**config.mk**
```make
export PLATFORM = sky130hd
export DESIGN_NAME = psu_accum
export DESIGN_NICKNAME = d
export VERILOG_FILES = /design/src/rtl/psu_accum_pkg.sv /design/src/rtl/psu_sat.sv /design/src/rtl/psu_accum.sv
export SDC_FILE = /design/constraint.sdc
export NUM_CORES = 1
export LEC_CHECK = 0
export CORE_MARGIN = 2
export CORE_UTILIZATION = 60
export CTS_CLUSTER_SIZE = 10
export DETAILED_ROUTE_END_ITERATION = 7
export PLACE_DENSITY = 0.82
export SLEW_MARGIN = 20
export SYNTH_ARGS = -nofsm -noshare
export SYNTH_HDL_FRONTEND = slang
export SYNTH_HIERARCHICAL = 1
export SYNTH_SLANG_ARGS = --single-unit
```
**constraint.sdc**
```tcl
create_clock -name clk -period 6.19 [get_ports clk]
set_clock_uncertainty 0.15 [all_clocks]
set_input_delay 1.238 -clock clk [delete_from_list [all_inputs] [get_ports clk]]
set_output_delay 1.238 -clock clk [all_outputs]
set_load 0.01 [all_outputs]
```
**src/rtl/psu_accum_pkg.sv**
```systemverilog
`default_nettype none
// ============================================================================
// Module   : psu_accum_pkg
// Purpose  : Shared types, default widths and saturation helpers for the
//            partial-sum accumulator (psu_accum) and its clamp (psu_sat).
// Contents : PSU_DW_DEF / ACC_DW_DEF   default widths
//            psu_state_e               group state (IDLE = first beat next)
//            sat_res_t                 clamp result {ovf, val}
//            sat_to()                  signed clamp of a 64-bit value to W bits
//            sext_psu()                sign-extend the low W bits to 64 bits
// Revision : 1.0 - initial release
// ============================================================================
package psu_accum_pkg;

    // Default hardware partial-sum width; the accumulator is twice as wide.
    localparam int unsigned PSU_DW_DEF = 16;
    localparam int unsigned ACC_DW_DEF = 2 * PSU_DW_DEF;

    // The helpers work on a 64-bit signed carrier, so ACC_DW must stay <= 63
    // (the accumulator sum is ACC_DW+1 bits wide).
    localparam int unsigned SAT_CARRIER_W = 64;

    typedef enum logic {
        ST_ACC  = 1'b0,
        ST_IDLE = 1'b1
    } psu_state_e;

    typedef struct packed {
        logic                          ovf;
        logic [SAT_CARRIER_W-1:0]      val;
    } sat_res_t;

    // Clamp v to the signed range of a w-bit number. w is a constant at every
    // call site, so the bounds fold to constants in hardware.
    function automatic sat_res_t sat_to(
        input logic signed [SAT_CARRIER_W-1:0] v,
        input int unsigned                     w
    );
        sat_res_t                       r;
        logic signed [SAT_CARRIER_W-1:0] hi;
        logic signed [SAT_CARRIER_W-1:0] lo;
        hi    = (64'sd1 <<< (w - 1)) - 64'sd1;
        lo    = -hi - 64'sd1;
        r.ovf = 1'b0;
        r.val = v;
        if (v > hi) begin
            r.ovf = 1'b1;
            r.val = hi;
        end else if (v < lo) begin
            r.ovf = 1'b1;
            r.val = lo;
        end
        return r;
    endfunction

    // Sign-extend the low w bits of raw to the full carrier width.
    function automatic logic signed [SAT_CARRIER_W-1:0] sext_psu(
        input logic [SAT_CARRIER_W-1:0] raw,
        input int unsigned              w
    );
        logic signed [SAT_CARRIER_W-1:0] t;
        t = signed'(raw << (SAT_CARRIER_W - w));
        return t >>> (SAT_CARRIER_W - w);
    endfunction

endpackage : psu_accum_pkg
`default_nettype wire

```
**src/rtl/psu_sat.sv**
```systemverilog
`default_nettype none
// ============================================================================
// Module   : psu_sat
// Purpose  : Combinational arithmetic right shift followed by a signed clamp.
//            Used both for the accumulator clamp (SHIFT=0) and for the output
//            rounding-down + clamp to the partial-sum width.
// Ports    : din_i   in  IN_W   signed value to shift and clamp
//            dout_o  out OUT_W  clamped result
//            ovf_o   out 1      clamp was applied
// Revision : 1.0 - initial release
// ============================================================================
module psu_sat
    import psu_accum_pkg::*;
#(
    parameter int unsigned IN_W  = ACC_DW_DEF + 1,
    parameter int unsigned OUT_W = PSU_DW_DEF,
    parameter int unsigned SHIFT = 0
) (
    input  logic signed [IN_W-1:0]  din_i,
    output logic signed [OUT_W-1:0] dout_o,
    output logic                    ovf_o
);

    logic signed [SAT_CARRIER_W-1:0] w_wide;
    logic signed [SAT_CARRIER_W-1:0] w_shifted;
    sat_res_t                        w_res;
    logic                            w_unused;

    always_comb begin
        w_wide    = sext_psu(SAT_CARRIER_W'(din_i), IN_W);
        // Arithmetic shift: truncation is toward minus infinity.
        w_shifted = w_wide >>> SHIFT;
        w_res     = sat_to(w_shifted, OUT_W);
    end

    assign dout_o = w_res.val[OUT_W-1:0];
    assign ovf_o  = w_res.ovf;

    // Upper carrier bits only ever hold the sign copy after the clamp.
    assign w_unused = ^w_res.val[SAT_CARRIER_W-1:OUT_W];

endmodule : psu_sat
`default_nettype wire

```
**src/rtl/psu_accum.sv**
```systemverilog
`default_nettype none
// ============================================================================
// Module   : psu_accum
// Purpose  : Per-lane accumulator of the signed partial-sum stream over a
//            reduction group (a run of beats ended by in_last). Emits one
//            shifted, saturated result per group on a valid/ready port.
// Ports    : clk        in  1       clock
//            rst_n      in  1       synchronous active-low reset
//            clr        in  1       synchronous abort of the partial group
//            psu_in     in  PSU_DW  signed partial sum
//            in_valid   in  1       psu_in valid
//            in_last    in  1       final beat of the group
//            in_ready   out 1       beat accepted when in_valid & in_ready
//            out_data   out PSU_DW  signed group result
//            out_valid  out 1       out_data valid
//            out_ready  in  1       downstream accept
//            sat_flag   out 1       sticky saturation since reset/clr
// Revision : 1.0 - initial release
// ============================================================================
module psu_accum
    import psu_accum_pkg::*;
#(
    parameter int unsigned PSU_DW = PSU_DW_DEF,
    parameter int unsigned ACC_DW = ACC_DW_DEF,
    parameter int unsigned SHIFT  = 0
) (
    input  logic                     clk,
    input  logic                     rst_n,
    input  logic                     clr,
    input  logic signed [PSU_DW-1:0] psu_in,
    input  logic                     in_valid,
    input  logic                     in_last,
    output logic                     in_ready,
    output logic signed [PSU_DW-1:0] out_data,
    output logic                     out_valid,
    input  logic                     out_ready,
    output logic                     sat_flag
);

    psu_state_e                state_q,     state_d;
    logic signed [ACC_DW-1:0]  acc_q,       acc_d;
    logic                      out_valid_q, out_valid_d;
    logic signed [PSU_DW-1:0]  out_data_q,  out_data_d;
    logic                      sat_flag_q,  sat_flag_d;

    logic                            w_accept;
    logic                            w_take;
    logic signed [SAT_CARRIER_W-1:0] w_ext64;
    logic signed [ACC_DW:0]          w_psu_ext;
    logic signed [ACC_DW:0]          w_acc_ext;
    logic signed [ACC_DW:0]          w_sum;
    logic signed [ACC_DW-1:0]        w_s;
    logic                            w_acc_ovf;
    logic signed [PSU_DW-1:0]        w_out;
    logic                            w_out_ovf;
    logic                            w_unused;

    // The whole input stalls only while a result is pending and not taken.
    assign in_ready = ~(out_valid_q & ~out_ready);
    assign w_take   = out_valid_q & out_ready;
    // clr outranks acceptance: a beat presented alongside clr is dropped.
    assign w_accept = in_valid & in_ready & ~clr;

    assign w_ext64   = sext_psu(SAT_CARRIER_W'(psu_in), PSU_DW);
    assign w_psu_ext = w_ext64[ACC_DW:0];
    assign w_acc_ext = {acc_q[ACC_DW-1], acc_q};
    assign w_unused  = ^w_ext64[SAT_CARRIER_W-1:ACC_DW+1];

    // The first beat of a group overwrites whatever acc holds from before.
    assign w_sum = (state_q == ST_IDLE) ? w_psu_ext : (w_acc_ext + w_psu_ext);

    psu_sat #(
        .IN_W  (ACC_DW + 1),
        .OUT_W (ACC_DW),
        .SHIFT (0)
    ) u_acc_sat (
        .din_i  (w_sum),
        .dout_o (w_s),
        .ovf_o  (w_acc_ovf)
    );

    psu_sat #(
        .IN_W  (ACC_DW + 1),
        .OUT_W (PSU_DW),
        .SHIFT (SHIFT)
    ) u_out_sat (
        .din_i  ({w_s[ACC_DW-1], w_s}),
        .dout_o (w_out),
        .ovf_o  (w_out_ovf)
    );

    always_comb begin
        state_d     = state_q;
        acc_d       = acc_q;
        sat_flag_d  = sat_flag_q;
        out_valid_d = out_valid_q;
        out_data_d  = out_data_q;

        if (clr) begin
            state_d    = ST_IDLE;
            acc_d      = '0;
            sat_flag_d = 1'b0;
        end else if (w_accept) begin
            acc_d      = w_s;
            state_d    = in_last ? ST_IDLE : ST_ACC;
            // Output clamp only matters on the beat that produces a result.
            sat_flag_d = sat_flag_q | w_acc_ovf | (in_last & w_out_ovf);
        end

        // A new result in the same cycle as a handshake keeps out_valid high,
        // so single-beat groups stream at one result per cycle.
        if (w_accept && in_last) begin
            out_valid_d = 1'b1;
            out_data_d  = w_out;
        end else if (w_take) begin
            out_valid_d = 1'b0;
        end
    end

    always_ff @(posedge clk) begin
        if (!rst_n) begin
            state_q     <= ST_IDLE;
            acc_q       <= '0;
            out_valid_q <= 1'b0;
            out_data_q  <= '0;
            sat_flag_q  <= 1'b0;
        end else begin
            state_q     <= state_d;
            acc_q       <= acc_d;
            out_valid_q <= out_valid_d;
            out_data_q  <= out_data_d;
            sat_flag_q  <= sat_flag_d;
        end
    end

    assign out_valid = out_valid_q;
    assign out_data  = out_data_q;
    assign sat_flag  = sat_flag_q;

endmodule : psu_accum
`default_nettype wire
```
Yosys cells after proc, flatten, opt, wreduce, memory -nomap -nowiden. Index checks and enable logic that the tools add are counted.

Flip-flop bits (word level): 51. Bits of input ports: 22. Output and inout port bits: 19. Word-level logic and storage cells: 32.

$add $sub $neg: 1. Magnitude comparators: 4. Muxes and demuxes: 8. Bitwise logic cells: 11. Reductions and logical operators: 3.

Operators by type and width (count): 65-bit 2-to-1 mux (4); 32-bit by 16-bit adder with 33-bit output (1); 33-bit by 32-bit greater-than comparator with 1-bit output (second input constant) (1); 33-bit by 32-bit less-than comparator with 1-bit output (second input constant) (1); 33-bit 2-to-1 mux (1); 32-bit by 16-bit greater-than comparator with 1-bit output (second input constant) (1); 32-bit by 16-bit less-than comparator with 1-bit output (second input constant) (1); 1-bit bitwise AND (5); 1-bit NOT (4); 1-bit 2-to-1 mux (3); 1-bit OR (2); 2-bit nonzero test (1); 2-bit OR reduction (1); 1-bit logical AND (1).

Depth between registers and ports, before layout. Gate-level depths: netlist (run 1).

Depth after elaboration: 10. Mapped depth: 20.

Cells and area by module. Netlist (run 1), hierarchy kept.

By module, submodules not included: psu_accum (instances 1, cells each 546, area an instance 3970.1 um^2); psu_sat (u_acc_sat) (instances 1, cells each 105, area an instance 643.1 um^2); psu_sat (u_out_sat) (instances 1, cells each 33, area an instance 241.5 um^2).

Least setup slack after synthesis (run 1). OpenSTA, ideal clock, no wires.

Kind: input to register. From: input port psu_in[0]. To: register sat_flag_q, in the netlist sat_flag. Library setup time: 0.128 ns. Arrival: 5.301 ns. Required time: 5.912 ns. Slack: 0.611 ns. Stages on the path: 17. Path buffers: 1. Cells stage by stage: ha_1 > fa_1 > a21o_1 > a221o_2 > a21oi_4 > o22ai_2 > o21ai_2 > nor2_1 > o41ai_1 > clkbuf_1 > nand4_1 > or4_4 > o21ai_4 > nand2b_1 > a21o_1 > a21oi_1 > nor2_1.

Longest elaborated chain between the ends: 10. Elaborated cells on any way between the ends: 13. Those cells by class: add/sub (1); order compare (4); mux (5); bitwise (3).

RTL lines: from (decl) (line psu_accum.sv:30) `input logic signed [PSU_DW-1:0] psu_in,`; 32-bit by 16-bit adder with 33-bit output (*) (line psu_accum.sv:70) `assign w_sum = (state_q == ST_IDLE) ? w_psu_ext : (w_acc_ext + w_psu_ext);`; 33-bit 2-to-1 mux (*) (line psu_accum.sv:70); named net w_sum[32] (line psu_accum.sv:51) `logic signed [ACC_DW:0] w_sum;`; 33-bit by 32-bit less-than comparator with 1-bit output (line psu_accum_pkg.sv:49) `end else if (v < lo) begin`; 65-bit 2-to-1 mux (line psu_accum_pkg.sv:49); 65-bit 2-to-1 mux (*) (line psu_accum_pkg.sv:46) `if (v > hi) begin`; named net w_s[31] (line psu_accum.sv:52) `logic signed [ACC_DW-1:0] w_s;`; 32-bit by 16-bit less-than comparator with 1-bit output (line psu_accum_pkg.sv:49); 65-bit 2-to-1 mux (line psu_accum_pkg.sv:49); 65-bit 2-to-1 mux (*) (line psu_accum_pkg.sv:46); named net w_out_ovf (line psu_accum.sv:55) `logic w_out_ovf;`; 1-bit bitwise AND (*) (line psu_accum.sv:107) `sat_flag_d = sat_flag_q | w_acc_ovf | (in_last & w_out_ovf);`; 1-bit OR (*) (line psu_accum.sv:107); to (signal assigned) (line psu_accum.sv:132) `sat_flag_q <= sat_flag_d;`; to (decl) (line psu_accum.sv:44) `logic sat_flag_q, sat_flag_d;`.

Mark *: on every way through the listed nets, which the timed path passes. The rest lies on a longest branch. A chain may end at the register's enable or synchronous reset.

Final worst setup path (run 1).
From: input port psu_in[15]. To: register out_data_q[6], in the netlist out_data[6].

Longest elaborated chain between the ends: 8. Elaborated cells on any way between the ends: 10. Those cells by class: add/sub (1); order compare (4); mux (5).

RTL lines: 32-bit by 16-bit adder with 33-bit output (line psu_accum.sv:70); 33-bit 2-to-1 mux (*) (line psu_accum.sv:70); named net w_sum[31] (line psu_accum.sv:51); 33-bit by 32-bit less-than comparator with 1-bit output (line psu_accum_pkg.sv:49); 65-bit 2-to-1 mux (line psu_accum_pkg.sv:49); 65-bit 2-to-1 mux (*) (line psu_accum_pkg.sv:46); named net w_s[16] (line psu_accum.sv:52); 32-bit by 16-bit less-than comparator with 1-bit output (line psu_accum_pkg.sv:49); 65-bit 2-to-1 mux (line psu_accum_pkg.sv:49); 65-bit 2-to-1 mux (*) (line psu_accum_pkg.sv:46); named net w_out[6] (line psu_accum.sv:54) `logic signed [PSU_DW-1:0] w_out;`; to (signal assigned) (line psu_accum.sv:131) `out_data_q <= out_data_d;`; to (decl) (line psu_accum.sv:43) `logic signed [PSU_DW-1:0] out_data_q, out_data_d;`.

Marked as above.

==> results of run 1 <==
[cell families after synthesis]
kind of cell / after synthesis / synth area share (%)
adder cells (fa/ha/maj): 33 / 8.660
flip-flops: 51 / 21.03
multiplexers: 5 / 1.134
buffers and inverters: 56 / 7.293
AND/OR/NAND/NOR: 299 / 27.27
XOR/XNOR: 24 / 4.330
AO/OA/AOI/OAI: 216 / 30.28
[through the flow]
step                      hold slack [ns]  instances
after floorplan                    0.2900        684
after global placement             0.2971        790
after detailed placement           0.3021        790
after CTS                          0.3151        798
after global routing               0.3327        798
final                              0.3127        798
[cell usage after synthesis (4+ instances only)]
master    count
a21boi_0     19
a21o_1       19
a21o_2        5
a21oi_1      67
buf_4         6
buf_6        13
clkbuf_1     22
dfxtp_1      51
ha_1         32
inv_1         9
mux2_2        4
nand2_1     174
nand2b_1      4
nand3_1      10
nand4_1      13
nor2_1       48
nor2_2       10
nor3_1        7
nor3b_1       6
nor4_1        4
o211ai_1      4
o21ai_0      37
o21ai_2      33
or4_1         5
xnor2_1      12
xor2_1       12
[sequential cells by signal, indices dropped and copies added, names as in the netlist]
name       flops
out_valid      1
state_q        1
out_data      16
acc_q         32
sat_flag       1
[worst min-delay path by stage]
stage           endpoint  cells past startpoint      start
2_1_floorplan   acc_q[0]                      2   acc_q[0]
3_3_place_gp    acc_q[5]                      2   acc_q[5]
4_1_cts         acc_q[8]                      2   acc_q[8]
3_5_place_dp    acc_q[8]                      2   acc_q[8]
5_1_grt        acc_q[10]                      2  acc_q[10]
6_report        acc_q[8]                      2   acc_q[8]
[power groups by stage]
| stage | Clock, mW | Combinational (mW) | Sequential, mW |
|---|---|---|---|
| finish | 0.252 | 0.355 | 0.355 |
| global route | 0.267 | 0.389 | 0.357 |
| CTS | 0.254 | 0.349 | 0.355 |
| detailed placement | 0 | 0.348 | 0.362 |
| global placement | 0 | 0.338 | 0.362 |
| floorplan | 0 | 0.272 | 0.360 |
[area by class of cell]
class | instances | area, um^2
repair buffers | 51 | 508.0
multi-input cells | 577 | 3496
clock buffers | 6 | 82.58
well taps | 102 | 127.6
clock inverters | 2 | 38.79
inverters | 9 | 33.78
fillers | 685 | 2460
flip-flops and latches | 51 | 1021
[worst max-delay path, stage by stage]
cell and delay, ns:
clkdlybuf4s50_1 0.75, buf_4 0.28, ha_1 0.35, a21o_1 0.24, a21o_1 0.17, a21oi_1 0.18
o21ai_0 0.11, a21oi_1 0.21, nand3_1 0.13, o311ai_2 0.11, buf_12 0.31, nor2_1 0.10
o21ai_2 0.18, nand4_1 0.11, or4_4 0.55, o21ai_4 0.18, buf_4 0.21, a21o_1 0.13
nand2_1 0.05, a21boi_0 0.19
[routing by layer]
| metal | up-vias | wire, um | track usage (%) |
|---|---|---|---|
| li1 | 2415 | - | - |
| met3 | 26 | 822 | 4.735 |
| met2 | 170 | 6225 | 50.71 |
| met5 | - | 0 | 0 |
| met1 | 2269 | 5457 | 37.25 |
| met4 | 0 | 324 | 10.39 |
==> impl_metrics.tcl, run 1 <==
set metrics [dict create \
    status "finished clean" \
    placed_area_um2 5186 \
    rsz0062_at_grt "no" \
    h-tree-depth 2 \
    crit_type "input pin to flip-flop" \
    p_sw_share_pct 36.03 \
    final_cell_mix "nand2_1 (174), a21oi_1 (67), dfxtp_1 (51)" \
    cts_resized 0 \
    hold_buffers 0 \
    ctsRootBufferMaster "clkbuf_8" \
    synth_fp_nets 739 \
    ios 41 \
    endpoint_kind "flip-flop" \
    rows 32 \
    worstPathRequired_ns 6.28 \
    postSynthAreaPerCell_um2 7.097 \
    timing.final.max_slew_violations 0 \
    p_per_area_nw_per_um2 181.3 \
    place_ws_ns 0.1670 \
    fmax_ghz 0.1746 \
    tns_ns 0 \
    grt_overflow 0 \
    wirelength_um 12830 \
    endpoint "out_data[6]" \
    postRouteAntennaNets 0 \
    finalPower_uw 962.1 \
    grt_pass1_vias 4575 \
    numCtsBuffers 5 \
    synth_cell_types 67 \
    cp-startpoint "psu_in[15]" \
    rr_endpoint "out_data[1]" \
    ys_seq_area_share_pct 21.03 \
    p_seq_share_pct 36.9 \
    start_kind "input pin" \
    reg2reg_setup_slack_ns 1.59 \
    finalCritPeriodShare_pct 92.55 \
    gp_congestion 0.9935 \
    tightest_slew_ns 1.124 \
    grt_max_degree 64 \
    clk_latency_ns 0.32 \
    setup_viol 0 \
    clockBufferDepth 2 \
    dieArea_um2 8827 \
    vias_per_cell 6.115 \
    areaGrowthSynthToFinish_pct 9.330 \
    arrival_ns 5.82 \
    cp_max_fo 63 \
    netlist.area_leader.share_pct 21.03 \
    antenna_found_initial 0 \
    synthArstFlopShare_pct 0 \
    clkTransAtPathRegs_ns 0.10 \
    syn-cell-area_um2 4855 \
    antenna_cells 0 \
    final_common_cell "nand2_1" \
    die_x_um 93.95 \
    grt_pass1_wl_um 21080 \
    synth_cells 684 \
    fin_area_um2 5308 \
    finalHoldViolCount 0 \
    clock_power_share_pct 26.2 \
    min_path_type "flip-flop to flip-flop" \
    cts_sinks 51 \
    combinationalPowerShare_pct 36.9 \
    synth.ff_latch_count 51 \
    drc 0 \
    fin_ws_ns 0.4614 \
    finalCriticalPeriod_ns 5.729 \
    rr_worst_depth 19 \
    numPortBuffers 40 \
    nNetsFinal 750 \
    track_usage_pct 29.50 \
    ys_top_cells_by_area "dfxtp_1 (21%), nand2_1 (13%), ha_1 (8.2%), a21oi_1 (6.9%), o21ai_2 (6.0%)" \
    drive_above_1_share_pct 13.36 \
    core-area_um2 7767 \
    p_leak_nw 2.119 \
    post-cts-setup-buffers 0 \
    ir_drop_mv 0.1206 \
    dp_hpwl_um 9568 \
    die_h_um 93.95 \
    power_switching_uw 346.6 \
    synth_edf_count 0 \
    dominantRegCellSynth "dfxtp_1" \
    yosys_warnings 6 \
    yosysTopAreaCell "dfxtp_1" \
    p_int_uw 615.5 \
    cts_tree "yes" \
    drt-initial-drc-count 266 \
    r2r-start "acc_q[0]" \
    initial_core_util_pct 62.50 \
    maxCapViolations 0 \
    drt-pass1-iter-count 5 \
    slew_headroom_pct 25.00 \
    final_util_pct 68.33 \
    wl_per_cell_um 16.08 \
    vias 4880 \
]
Note: power is estimated with default switching activity, not from simulation.
==> run 2, diff against run 1 <==
--- a/config.mk
+++ b/config.mk
@@ -5,6 +5,7 @@
 export SDC_FILE = /design/constraint.sdc
 export NUM_CORES = 1
 export LEC_CHECK = 0
+export ABC_AREA = 1
 export CORE_MARGIN = 2
 export CORE_UTILIZATION = 60
 export CTS_CLUSTER_SIZE = 10
==> constraint.sdc (replaced) <==
create_clock -name clk -period 6.5 [get_ports clk]
set_clock_uncertainty 0.15 [all_clocks]
set_input_delay 1.3 -clock clk [delete_from_list [all_inputs] [get_ports clk]]
set_output_delay 1.3 -clock clk [all_outputs]
set_load 0.01 [all_outputs]
==> run 2 against run 1 <==
Utilization is 0.87 points lower. Total power down 18%. Synthesized cell count grew 51%. Final cell count increased by 45%. Die area is 11% higher. Register-to-register slack gained 0.73 ns. Clock power down 23%. Flip-flop and latch count is the same. Worst setup slack better by 0.45 ns. Design area rose by 11%. Critical path depth increased by 7. Critical endpoint is now out_data[10]. Largest power group unchanged. Highest routed layer unchanged.
==> impl_metrics.tcl, run 2 <==
set metrics [dict create \
    status "finished clean" \
    wirelength_um 14720 \
    cpMostUsedCell "nand2_1" \
    clk_latency_ns 0.30 \
    rsz0062_at_grt "no" \
    syn-cell-area_um2 5423 \
    synth_fp_nets 1085 \
    yosys_warnings 6 \
    track_usage_pct 30.32 \
    synthArstFlopShare_pct 0 \
    start_kind "input pin" \
    fin_ws_ns 0.9101 \
    place_inst 1154 \
    vias_per_cell 5.176 \
    crit_type "input pin to flip-flop" \
    fin_cells 1161 \
    antenna_cells 0 \
    grt_pass1_wl_um 24570 \
    finalHoldViolCount 0 \
    postSynthAreaPerCell_um2 5.265 \
    tightest_slew_ns 1.047 \
    top_register "acc_q" \
    min_path_type "flip-flop to flip-flop" \
    dp_hpwl_um 11670 \
    worstPathRequired_ns 6.58 \
    drive_above_1_share_pct 3.609 \
    r2r-start "acc_q[0]" \
    endpoint_kind "flip-flop" \
    arrival_ns 5.67 \
    netlist_top_cells_count "nand2_1 (517), inv_1 (142), nor2_1 (73)" \
    h-tree-depth 2 \
    synth.ff_latch_count 51 \
    core-area_um2 8763 \
    dominantRegCellSynth "dfxtp_1" \
    placed_area_um2 5821 \
    synth.most_common_cell "nand2_1" \
    numCtsBuffers 5 \
    post-cts-setup-buffers 0 \
    cpPeakStageDelay_ns 0.64 \
    yosysTopAreaCell "nand2_1" \
    ys_top_cells_by_area "nand2_1 (36%), dfxtp_1 (19%), inv_1 (9.8%), ha_1 (7.4%), a21oi_1 (6.6%)" \
    slew_headroom_pct 30.13 \
    cp-startpoint "psu_in[15]" \
    nFillCells 900 \
    numPortBuffers 40 \
    largest_reg_flops 32 \
    synth_edf_count 0 \
    finalCriticalPeriod_ns 5.590 \
    drc 0 \
    ys_seq_area_share_pct 18.83 \
    gp_congestion 0.9875 \
    fin_area_um2 5912 \
    maxCapViolations 0 \
    rows 34 \
    clkTransAtPathRegs_ns 0.10 \
    fin_hold_ws_ns 0.3237 \
    initial_core_util_pct 61.88 \
    final_common_cell "nand2_1" \
    hold_buffers 0 \
    die_h_um 99.07 \
    timing.final.max_slew_violations 0 \
    postRouteAntennaNets 0 \
    grt_pass1_vias 5196 \
    finalPower_uw 791.7 \
    p_per_area_nw_per_um2 133.9 \
    grt_overflow 0 \
    fmax_ghz 0.1789 \
    ir_drop_mv 0.1599 \
    synth_cells 1030 \
    grt_max_degree 36 \
    areaGrowthSynthToFinish_pct 9.022 \
    netlist.area_leader.share_pct 35.79 \
    synth_cell_types 36 \
    clockBufferDepth 2 \
    place_ws_ns 0.7095 \
    wl_per_cell_um 12.68 \
    p_leak_nw 3.256 \
    cts_resized 0 \
    cts_sinks 51 \
    ios 41 \
    setup_viol 0 \
    cts_tree "yes" \
    antenna_found_initial 0 \
    nNetsFinal 1108 \
    tns_ns 0 \
    vias 6009 \
    final_cell_mix "nand2_1 (517), inv_1 (142), nor2_1 (73)" \
    final_util_pct 67.46 \
    ctsRootBufferMaster "clkbuf_8" \
    dieArea_um2 9814 \
    die_x_um 99.07 \
    finalCritPeriodShare_pct 86.00 \
    min_from "out_data[3]" \
    drt-pass1-iter-count 5 \
    crit_slowest_cell "clkdlybuf4s50_1" \
    cp_max_fo 32 \
    drt-initial-drc-count 407 \
]
run 2: changes by cell type after synthesis, sizes merged, moves of 5 or more:
cell / previous run / this run
nand2: 177 / 528
xor2: 12 / 0
or4: 6 / 0
nand3: 10 / 53
xnor2: 12 / 7
nor3b: 6 / 0
nor2: 58 / 77
inv: 9 / 143
a21boi: 19 / 0
clkbuf: 24 / 12
buf: 23 / 16
a21o: 24 / 1
o21ai: 74 / 13
nand4: 13 / 3
run 2: path summary, 6_finish.rpt:
| kind | end | cells after the start | slack (ns) |
|---|---|---|---|
| hold reg to reg | out_data[3] | 2 | 0.32 |
| setup reg to reg | out_data[10] | 24 | 2.32 |
| hold / removal | out_data[3] | 2 | 0.32 |
| setup / recovery | out_data[10] | 27 | 0.91 |
run 2: critical path, delay by kind of cell:
kind	cells	cell delay [ns]
and+or+nand+nor	22	2.51
buffers and inverters	2	0.93
AOI/OAI and AO/OA	2	0.53
adders and majority gates	1	0.38
run 2: kinds of logic after synthesis:
kind of cell	Yosys count	synth area share, %
AND/OR/NAND/NOR	674	50.12
buffers and inverters	173	13.15
AO/OA/AOI/OAI	92	9.022
flip-flops	51	18.83
adder cells (fa/ha/maj)	33	7.753
XOR/XNOR	7	1.131
run 2: cell type report:
cell class              instances  area [um^2]  share of cell area (%)
well taps                     108        135.1                   2.286
repair buffers                 44        430.4                   7.280
flip-flops and latches         51         1021                   17.27
multi-input cells             806         3689                   62.39
clock inverters                 1        8.758                  0.1481
inverters                     145        545.5                   9.228
clock buffers                   6        82.58                   1.397
run 2: where the power goes:
| part | leakage (nW) | internal (mW) | switching (mW) | total (mW) |
|---|---|---|---|---|
| Combinational | 2.79 | 0.0914 | 0.177 | 0.269 |
| Sequential | 0.414 | 0.323 | 0.00757 | 0.330 |
| Clock | 0.0477 | 0.0859 | 0.107 | 0.193 |
| Total | 3.26 | 0.500 | 0.292 | 0.792 |
run 2: per-layer routing:
metal | share of wire (%) | GRT usage [%] | vias up | wire length [um]
li1 | - | - | 3191 | -
met1 | 50 | 47.49 | 2608 | 7434
met2 | 40 | 44.80 | 196 | 5956
met3 | 7.9 | 3.617 | 14 | 1170
met4 | 1.1 | 5.374 | 0 | 159
met5 | 0 | 0 | - | 0
==> run 3, diff against run 2 <==
--- a/config.mk
+++ b/config.mk
@@ -11,7 +11,8 @@
 export CTS_CLUSTER_SIZE = 10
 export DETAILED_ROUTE_END_ITERATION = 7
 export PLACE_DENSITY = 0.82
-export SLEW_MARGIN = 20
+export SETUP_SLACK_MARGIN = 0.2
+export SLEW_MARGIN = 10
 export SYNTH_ARGS = -nofsm -noshare
 export SYNTH_HDL_FRONTEND = slang
 export SYNTH_HIERARCHICAL = 1
==> results of run 3 <==
Final layout, timing and power as in run 2 (identical DEF).
